===== src/rtl/rgmii_rx.sv =====
// RGMII receive framer: rebuilds bytes from DDR nibbles, parses the fixed frame,
// writes the payload into the idle half of a double-buffered RAM and commits it on a good FCS.
module rgmii_rx #(
  parameter logic [47:0] MYMAC = 48'h0088dab8bf08,
  parameter logic [15:0] ETYPE = 16'h1919
) (
  input  logic        clk125,
  input  logic        rst,
  input  logic        rxctl,
  input  logic [3:0]  rxd,
  output logic        rxwe,
  output logic [10:0] rxad,
  output logic [7:0]  rxdata,
  output logic        rxidx,
  output logic        rxgood,
  output logic [15:0] rxseq,
  output logic [15:0] goodcnt,
  output logic [15:0] badcnt,
  output logic [15:0] seqerr,
  output logic [2:0]  state
);

  localparam logic [2:0] S_WAIT = 3'd0;
  localparam logic [2:0] S_IDLE = 3'd1;
  localparam logic [2:0] S_PRE  = 3'd2;
  localparam logic [2:0] S_HDR  = 3'd3;
  localparam logic [2:0] S_DATA = 3'd4;
  localparam logic [2:0] S_FCS  = 3'd5;
  localparam logic [2:0] S_CHK  = 3'd6;
  localparam logic [2:0] S_DROP = 3'd7;

  localparam logic [31:0] CRC_RESIDUE = 32'hDEBB20E3;

  logic [3:0]  lo_q, hi_q;
  logic        dvp_q, ctln_q;
  logic [7:0]  byte_in;
  logic        dv, er;
  logic [10:0] n;
  logic [31:0] crc;
  logic        er_seen;
  logic [15:0] seq_stage;
  logic        seq_valid;
  logic        wr_pend;
  logic [9:0]  wr_off;
  logic [7:0]  wr_data;
  logic [7:0]  mac_byte;
  logic        hdr_bad;
  logic        chk_good;

  function automatic logic [31:0] crc_byte(input logic [31:0] c, input logic [7:0] d);
    logic [31:0] r;
    r = c;
    for (int i = 0; i < 8; i++) begin
      r = (r[0] ^ d[i]) ? ((r >> 1) ^ 32'hEDB88320) : (r >> 1);
    end
    return r;
  endfunction

  // dv resets high so a frame in progress at reset release is waited out in WAIT.
  always_ff @(posedge clk125 or posedge rst) begin
    if (rst) begin
      lo_q  <= 4'h0;
      dvp_q <= 1'b1;
    end else begin
      lo_q  <= rxd;
      dvp_q <= rxctl;
    end
  end

  always_ff @(negedge clk125 or posedge rst) begin
    if (rst) begin
      hi_q   <= 4'h0;
      ctln_q <= 1'b1;
    end else begin
      hi_q   <= rxd;
      ctln_q <= rxctl;
    end
  end

  assign byte_in  = {hi_q, lo_q};
  assign dv       = dvp_q;
  assign er       = dvp_q ^ ctln_q;
  assign mac_byte = MYMAC[{n[2:0], 3'b000} +: 8];
  assign hdr_bad  = ((n < 11'd6) && (byte_in != mac_byte)) ||
                    ((n == 11'd12) && (byte_in != ETYPE[7:0])) ||
                    ((n == 11'd13) && (byte_in != ETYPE[15:8]));
  assign chk_good = (crc == CRC_RESIDUE) && !dv && !er_seen && !er;

  // Valid/ready: none; each byte slot is consumed unconditionally, rxwe is a one-cycle write strobe.
  always_ff @(posedge clk125 or posedge rst) begin
    if (rst) begin
      state     <= S_WAIT;
      n         <= 11'd0;
      crc       <= 32'hFFFFFFFF;
      er_seen   <= 1'b0;
      seq_stage <= 16'h0;
      seq_valid <= 1'b0;
      wr_pend   <= 1'b0;
      wr_off    <= 10'd0;
      wr_data   <= 8'h00;
      rxwe      <= 1'b0;
      rxad      <= 11'd0;
      rxdata    <= 8'h00;
      rxidx     <= 1'b0;
      rxgood    <= 1'b0;
      rxseq     <= 16'h0;
      goodcnt   <= 16'h0;
      badcnt    <= 16'h0;
      seqerr    <= 16'h0;
    end else begin
      wr_pend <= 1'b0;
      rxgood  <= 1'b0;
      rxwe    <= wr_pend;
      if (wr_pend) begin
        rxad   <= {~rxidx, wr_off};
        rxdata <= wr_data;
      end
      case (state)
        S_WAIT: if (!dv) state <= S_IDLE;
        S_IDLE: if (dv) state <= (byte_in == 8'h55) ? S_PRE : S_DROP;
        S_PRE: begin
          if (!dv) state <= S_IDLE;
          else if (byte_in == 8'hD5) begin
            state   <= S_HDR;
            n       <= 11'd0;
            crc     <= 32'hFFFFFFFF;
            er_seen <= 1'b0;
          end else if (byte_in != 8'h55) state <= S_DROP;
        end
        S_HDR: begin
          if (!dv) begin
            if (n >= 11'd14) badcnt <= badcnt + 16'd1;
            state <= S_IDLE;
          end else if (hdr_bad) begin
            state <= S_DROP;
          end else begin
            crc     <= crc_byte(crc, byte_in);
            n       <= n + 11'd1;
            er_seen <= er_seen | er;
            if (n == 11'd14) seq_stage[7:0] <= byte_in;
            if (n == 11'd15) begin
              seq_stage[15:8] <= byte_in;
              state           <= S_DATA;
            end
          end
        end
        S_DATA, S_FCS: begin
          if (!dv) begin
            badcnt <= badcnt + 16'd1;
            state  <= S_IDLE;
          end else begin
            crc     <= crc_byte(crc, byte_in);
            n       <= n + 11'd1;
            er_seen <= er_seen | er;
            if (state == S_DATA) begin
              wr_pend <= 1'b1;
              wr_off  <= n[9:0] - 10'd16;
              wr_data <= byte_in;
              if (n == 11'd1039) state <= S_FCS;
            end else if (n == 11'd1043) begin
              state <= S_CHK;
            end
          end
        end
        S_CHK: begin
          if (chk_good) begin
            rxidx     <= ~rxidx;
            rxgood    <= 1'b1;
            rxseq     <= seq_stage;
            seq_valid <= 1'b1;
            goodcnt   <= goodcnt + 16'd1;
            if (seq_valid && (seq_stage != rxseq + 16'd1)) seqerr <= seqerr + 16'd1;
          end else begin
            badcnt <= badcnt + 16'd1;
          end
          state <= dv ? S_WAIT : S_IDLE;
        end
        default: if (!dv) state <= S_IDLE;
      endcase
    end
  end

endmodule


===== config.mk =====
export PLATFORM = sky130hd
export DESIGN_NAME = rgmii_rx
export DESIGN_NICKNAME = d
export VERILOG_FILES = /design/src/rtl/rgmii_rx.sv
export SDC_FILE = /design/constraint.sdc
export NUM_CORES = 1
export LEC_CHECK = 0
export BUFFER_PORTS_ARGS = -buffer_cell sky130_fd_sc_hd__buf_2
export CAP_MARGIN = 20
export CORE_ASPECT_RATIO = 1.5
export CORE_MARGIN = 4
export CORE_UTILIZATION = 50
export CTS_BUF_LIST = sky130_fd_sc_hd__clkbuf_16
export DETAILED_ROUTE_END_ITERATION = 6
export PLACE_DENSITY = 0.7
export SYNTH_ARGS = -nofsm -noshare
export SYNTH_HDL_FRONTEND = slang
export SYNTH_SLANG_ARGS = --single-unit
export TNS_END_PERCENT = 5

===== constraint.sdc =====
create_clock -name clk125 -period 8.9 [get_ports clk125]
set_input_delay 2.225 -clock clk125 [delete_from_list [all_inputs] [get_ports clk125]]
set_output_delay 2.225 -clock clk125 [all_outputs]
set_load 0.02 [all_outputs]

== After elaboration in Yosys (flattened, before gate mapping) ==
Index checks and enable logic that the tools add are counted.

* Bits of input ports: 7
* ROM bits: 0
* Flip-flop bits (word level): 179
* Bits in latches: 0
* Memories kept: 0
* Memory bits (writable): 0

* Order comparisons: 2
* $add $sub $neg: 6
* Multiplexer cells: 51
* Eq/ne operators: 34
* Divide/modulo/power cells: 0
* Reduce and logical (&&, ||, !) cells: 23
* Multiply operators: 0
* Bitwise logic cells: 20
* Shift-type cells: 1

{| class="wikitable"
|+ Operators by type and width
! operator !! count
|-
| $mux W32 || 13
|-
| $not A13 Y14 || 8
|-
| $pmux W32 S3 || 1
|-
| $add A16 B1 Y16 const B || 4
|-
| $mux W16 || 4
|-
| $mux W11 || 5
|-
| $pmux W16 S3 || 1
|-
| $shiftx A48 B7 Y8 const A || 1
|-
| $eq A11 B4 Y1 const B || 4
|-
| $mux W3 || 13
|-
| $pmux W11 S3 || 1
|-
| $eq A32 B32 Y1 const B || 1
|-
| $eq A11 B11 Y1 const B || 2
|-
| $ne A2 B2 Y1 const B || 10
|-
| $ne A16 B16 Y1 || 1
|-
| $ne A4 B4 Y1 const B || 4
|-
| $pmux W3 S5 || 1
|-
| $reduce_and A6 Y1 || 2
|-
| $add A11 B1 Y11 const B || 1
|-
| $ge A11 B4 Y1 const B || 1
|-
| $lt A11 B3 Y1 const B || 1
|-
| $mux W1 || 11
|-
| $sub A10 B5 Y10 const B || 1
|-
| $eq A3 B3 Y1 const B || 3
|-
| other kinds (21) || 43
|}

== Longest topological paths before layout ==
* Depth in word-level cells: 19
* Gate-level depth with buffers: 13
* Depth with buffers taken out: 10

==> results by group <==
Pwr
  • Sequential fraction of design power: 36.5%
  • Peak VDD IR: 0.225 mV
  • Sw Ratio: 38.4%
  • Clock power frac: 22.2%
  • Leak: between 4 and 5 nW
  • PD cells: 326 nW/um2
  • P_int: 2.07 mW
  • Net Switching: approximately 1.3 mW
  • Logic pwr share: 41.3%

Global routing
  • Largest net degree at the start of global routing: 75
  • Global-route usage over all layers: 20.2%
  • Vias in the first global route: 6550
  • First-pass GRT wire length: 33.3 mm
  • Antenna violations before repair: 0
  • Overflow after GRT: 0

Timing
  • Final slew viol count: 0
  • Clock Skews: 0.0384 ns
  • Hold WS: 0.459 ns
  • Final Setup Violations: 0
  • Slew Limit Headroom: 35.7%
  • Tightest Pin Transition: 0.963 ns
  • Fin. Hold Viols: 0
  • Post-route setup TNS: 0 ns
  • RSZ-0062 raised after global routing: no

Detailed routing
  • First-pass DRT Iterations: 6
  • Final wirelength: 20.0 mm
  • DR vias/cell: roughly 5.5
  • DRC Markers: 0
  • ANT nets after route: 0
  • 1st-iter DRT viols: 438
  • Via count: 6598
  • Avg WL per Cell: 16.7 um

Logic synthesis
  • Synth top area cells: dfrtp_1 (39%), dfstp_2 (9.9%), xnor2_1 (9.4%)
  • Synth cell types: 70
  • Area leader, netlist: dfrtp_1
  • Post-synth top area share: between 30% and 40%
  • FFs w/ async S/R, synth: 100%
  • Post-synth EDFFs: 0
  • Post-synthesis sequential area ratio: approximately half
  • Mean cell area of the mapped netlist: around 10 um2
  • Syn Inst Count: 879
  • Post-Syn Area: just over 9000 um2
  • Ys flop type: dfrtp_1
  • Syn Nets: around 900
  • Yosys warnings: 0
  • Seq cells post-synth: 179

Setup path
  • CP Cell Sequence: and4bb_1, nand4b_1, or2_1, nor4_2, a221oi_4, buf_4, or2_2, o21ai_0
  • Crit-path leading delay family: simple AND/OR/NAND/NOR gates
  • CP startpoint: hi_q[0]
  • Data arrival time of the worst path: around 8 ns
  • Slowest stage delay, CP: 0.62 ns
  • Worst path bufs/invs: 1
  • Setup CP Type: flop to flop
  • Crit path depth: 8
  • R2R Path Start: hi_q[0]
  • CP Max Fanout: 73
  • Slowest cell on crit path: nor4_2
  • CP Capture Type: flop
  • Startpoint class of the critical path: flop
  • Worst Path Required: approximately 9.3 ns
  • Reg2reg path depth: 8

Clock network
  • CTS tree: yes
  • Hold-fix buffers at CTS: 0
  • CTS Buffer Depth: 2
  • Root buffer cell: clkbuf_16
  • Cts bufs inserted: 17
  • Post-CTS sizing: 0
  • Htree depth: 4
  • Worst-skew pair later-pin latency: between 0.4 and 0.5 ns
  • Postcts setup bufs: 0
  • Clock Sinks: around 180
  • Clock transition at path regs: 0.07 ns

Layout
  • Sequential Area: 4520 um2
  • Area Overhead vs Synth: 13.9%
  • Commonest cells after routing, fill and taps aside: dfrtp_1 (141), nand2_1 (127), xnor2_1 (97)
  • ANT cells: 0
  • Commonest non-fill, non-tap cell in the layout: dfrtp_1
  • Fillcell total: 1538
  • Core Util, Final: 57.7%
  • Share of cells above drive strength 1: 24.3%
  • Area occupied by multi-input gates: 4280 um2
  • Layout net count: 987
  • Final Cell Area: 10300 um2

Die
  • Core area: 17900 um2
  • Die area: between 20000 and 25000 um2
  • Row count: 60
  • I/O pins: 96
  • Initial core utilization: 50.6%
  • DIE HEIGHT: 173 um
  • Die X: 118 um

Placed design
  • GP Congestion: 0.859
  • Placed cell area: 9710 um2
  • DP HPWL: 14.2 mm
  • Port Buf Inserts: between 90 and 100

Flow run
  • Max-cap violations: 0

Min path
  • Worst hold path depth: 1
  • HP Start: badcnt[15]
  • HP Class: flop to flop

Outcome
  • Status: completed
-- per-stage QoR --
step	setup slack, ns	instances	power (mW)
4_1_cts	1.40	1195	3.39
2_1_floorplan	0.0778	879	2.29
6_report	1.43	1196	3.36
5_1_grt	1.13	1196	3.60
3_3_place_gp	1.48	1164	2.60
3_5_place_dp	1.37	1164	2.63
-- cells in the mapped netlist (5+ instances only) --
cell type	n
nand2_1	127
nor2b_1	7
nor4_1	7
nand4_1	17
o21ai_0	47
dfrtp_1	141
nor3_1	9
inv_1	24
dfstp_2	34
ha_1	13
or4_1	7
and3_1	10
xor2_1	40
nand2b_1	8
buf_2	9
nand3_1	23
xnor2_1	97
nor2_1	75
o31ai_1	5
a21oi_1	22
clkbuf_1	20
a31oi_1	6
nor4b_1	6
mux2_2	49
-- state kept, by name, indices dropped and copies added (netlist names), 3 cells and up --
name / cells
seqerr: 16
n: 11
badcnt: 16
crc: 32
goodcnt: 16
seq_stage: 16
rxdata: 8
state: 3
hi_q: 4
wr_data: 8
wr_off: 10
rxseq: 16
rxad: 11
lo_q: 4
-- worst paths after layout --
path	endpoint	slack, ns
setup reg to reg	n[4]	1.43
max in group asynchronous	ctln_q	2.25
hold reg to reg	badcnt[15]	0.46
min in group asynchronous	lo_q[1]	1.84
hold / removal	badcnt[15]	0.46
setup / recovery	n[4]	1.43
-- layout make-up --
class | instances | share of cell area [%]
clock buffer | 17 | 4.13
sequential | 179 | 43.9
clock inverter | 15 | 1.54
tap | 217 | 2.64
multi-input combinational | 640 | 41.5
inverter | 23 | 0.874
timing repair buffer | 105 | 5.42
-- routing by layer --
| metal | GRT usage, % | up-vias | wire (um) |
|---|---|---|---|
| met5 | 0 | - | 0 |
| li1 | - | 3183 | - |
| met2 | 36.2 | 152 | 10700 |
| met1 | 23.5 | 3226 | 7990 |
| met4 | 7.63 | 0 | 573 |
| met3 | 4.19 | 37 | 738 |
-- kinds of logic after synthesis --
logic type,Yosys count,synth area share [%]
simple gates,328,17.6
mux,51,6.32
buf+inv,60,3.00
fa+ha+maj,13,1.80
flops,179,50.0
xor+xnor,138,13.4
compound gates,110,7.80
-- worst reg2reg max path, stage by stage (launching register included) --
cell,delay (ns)
dfrtn_1,0.58
and4bb_1,0.26
nand4b_1,0.15
or2_1,0.30
nor4_2,0.62
a221oi_4,0.15
buf_4,0.38
or2_2,0.38
o21ai_0,0.15
-- power by group through the flow --
stage          Sequential, mW  Combinational, mW  Clock (mW)
2_1_floorplan            1.23               1.06     0.00141
3_3_place_gp             1.24               1.36     0.00141
3_5_place_dp             1.24               1.38     0.00141
4_1_cts                  1.23               1.40       0.763
5_1_grt                  1.25               1.55       0.801
6_report                 1.23               1.39       0.746
Power figures use the tool's default switching activity.
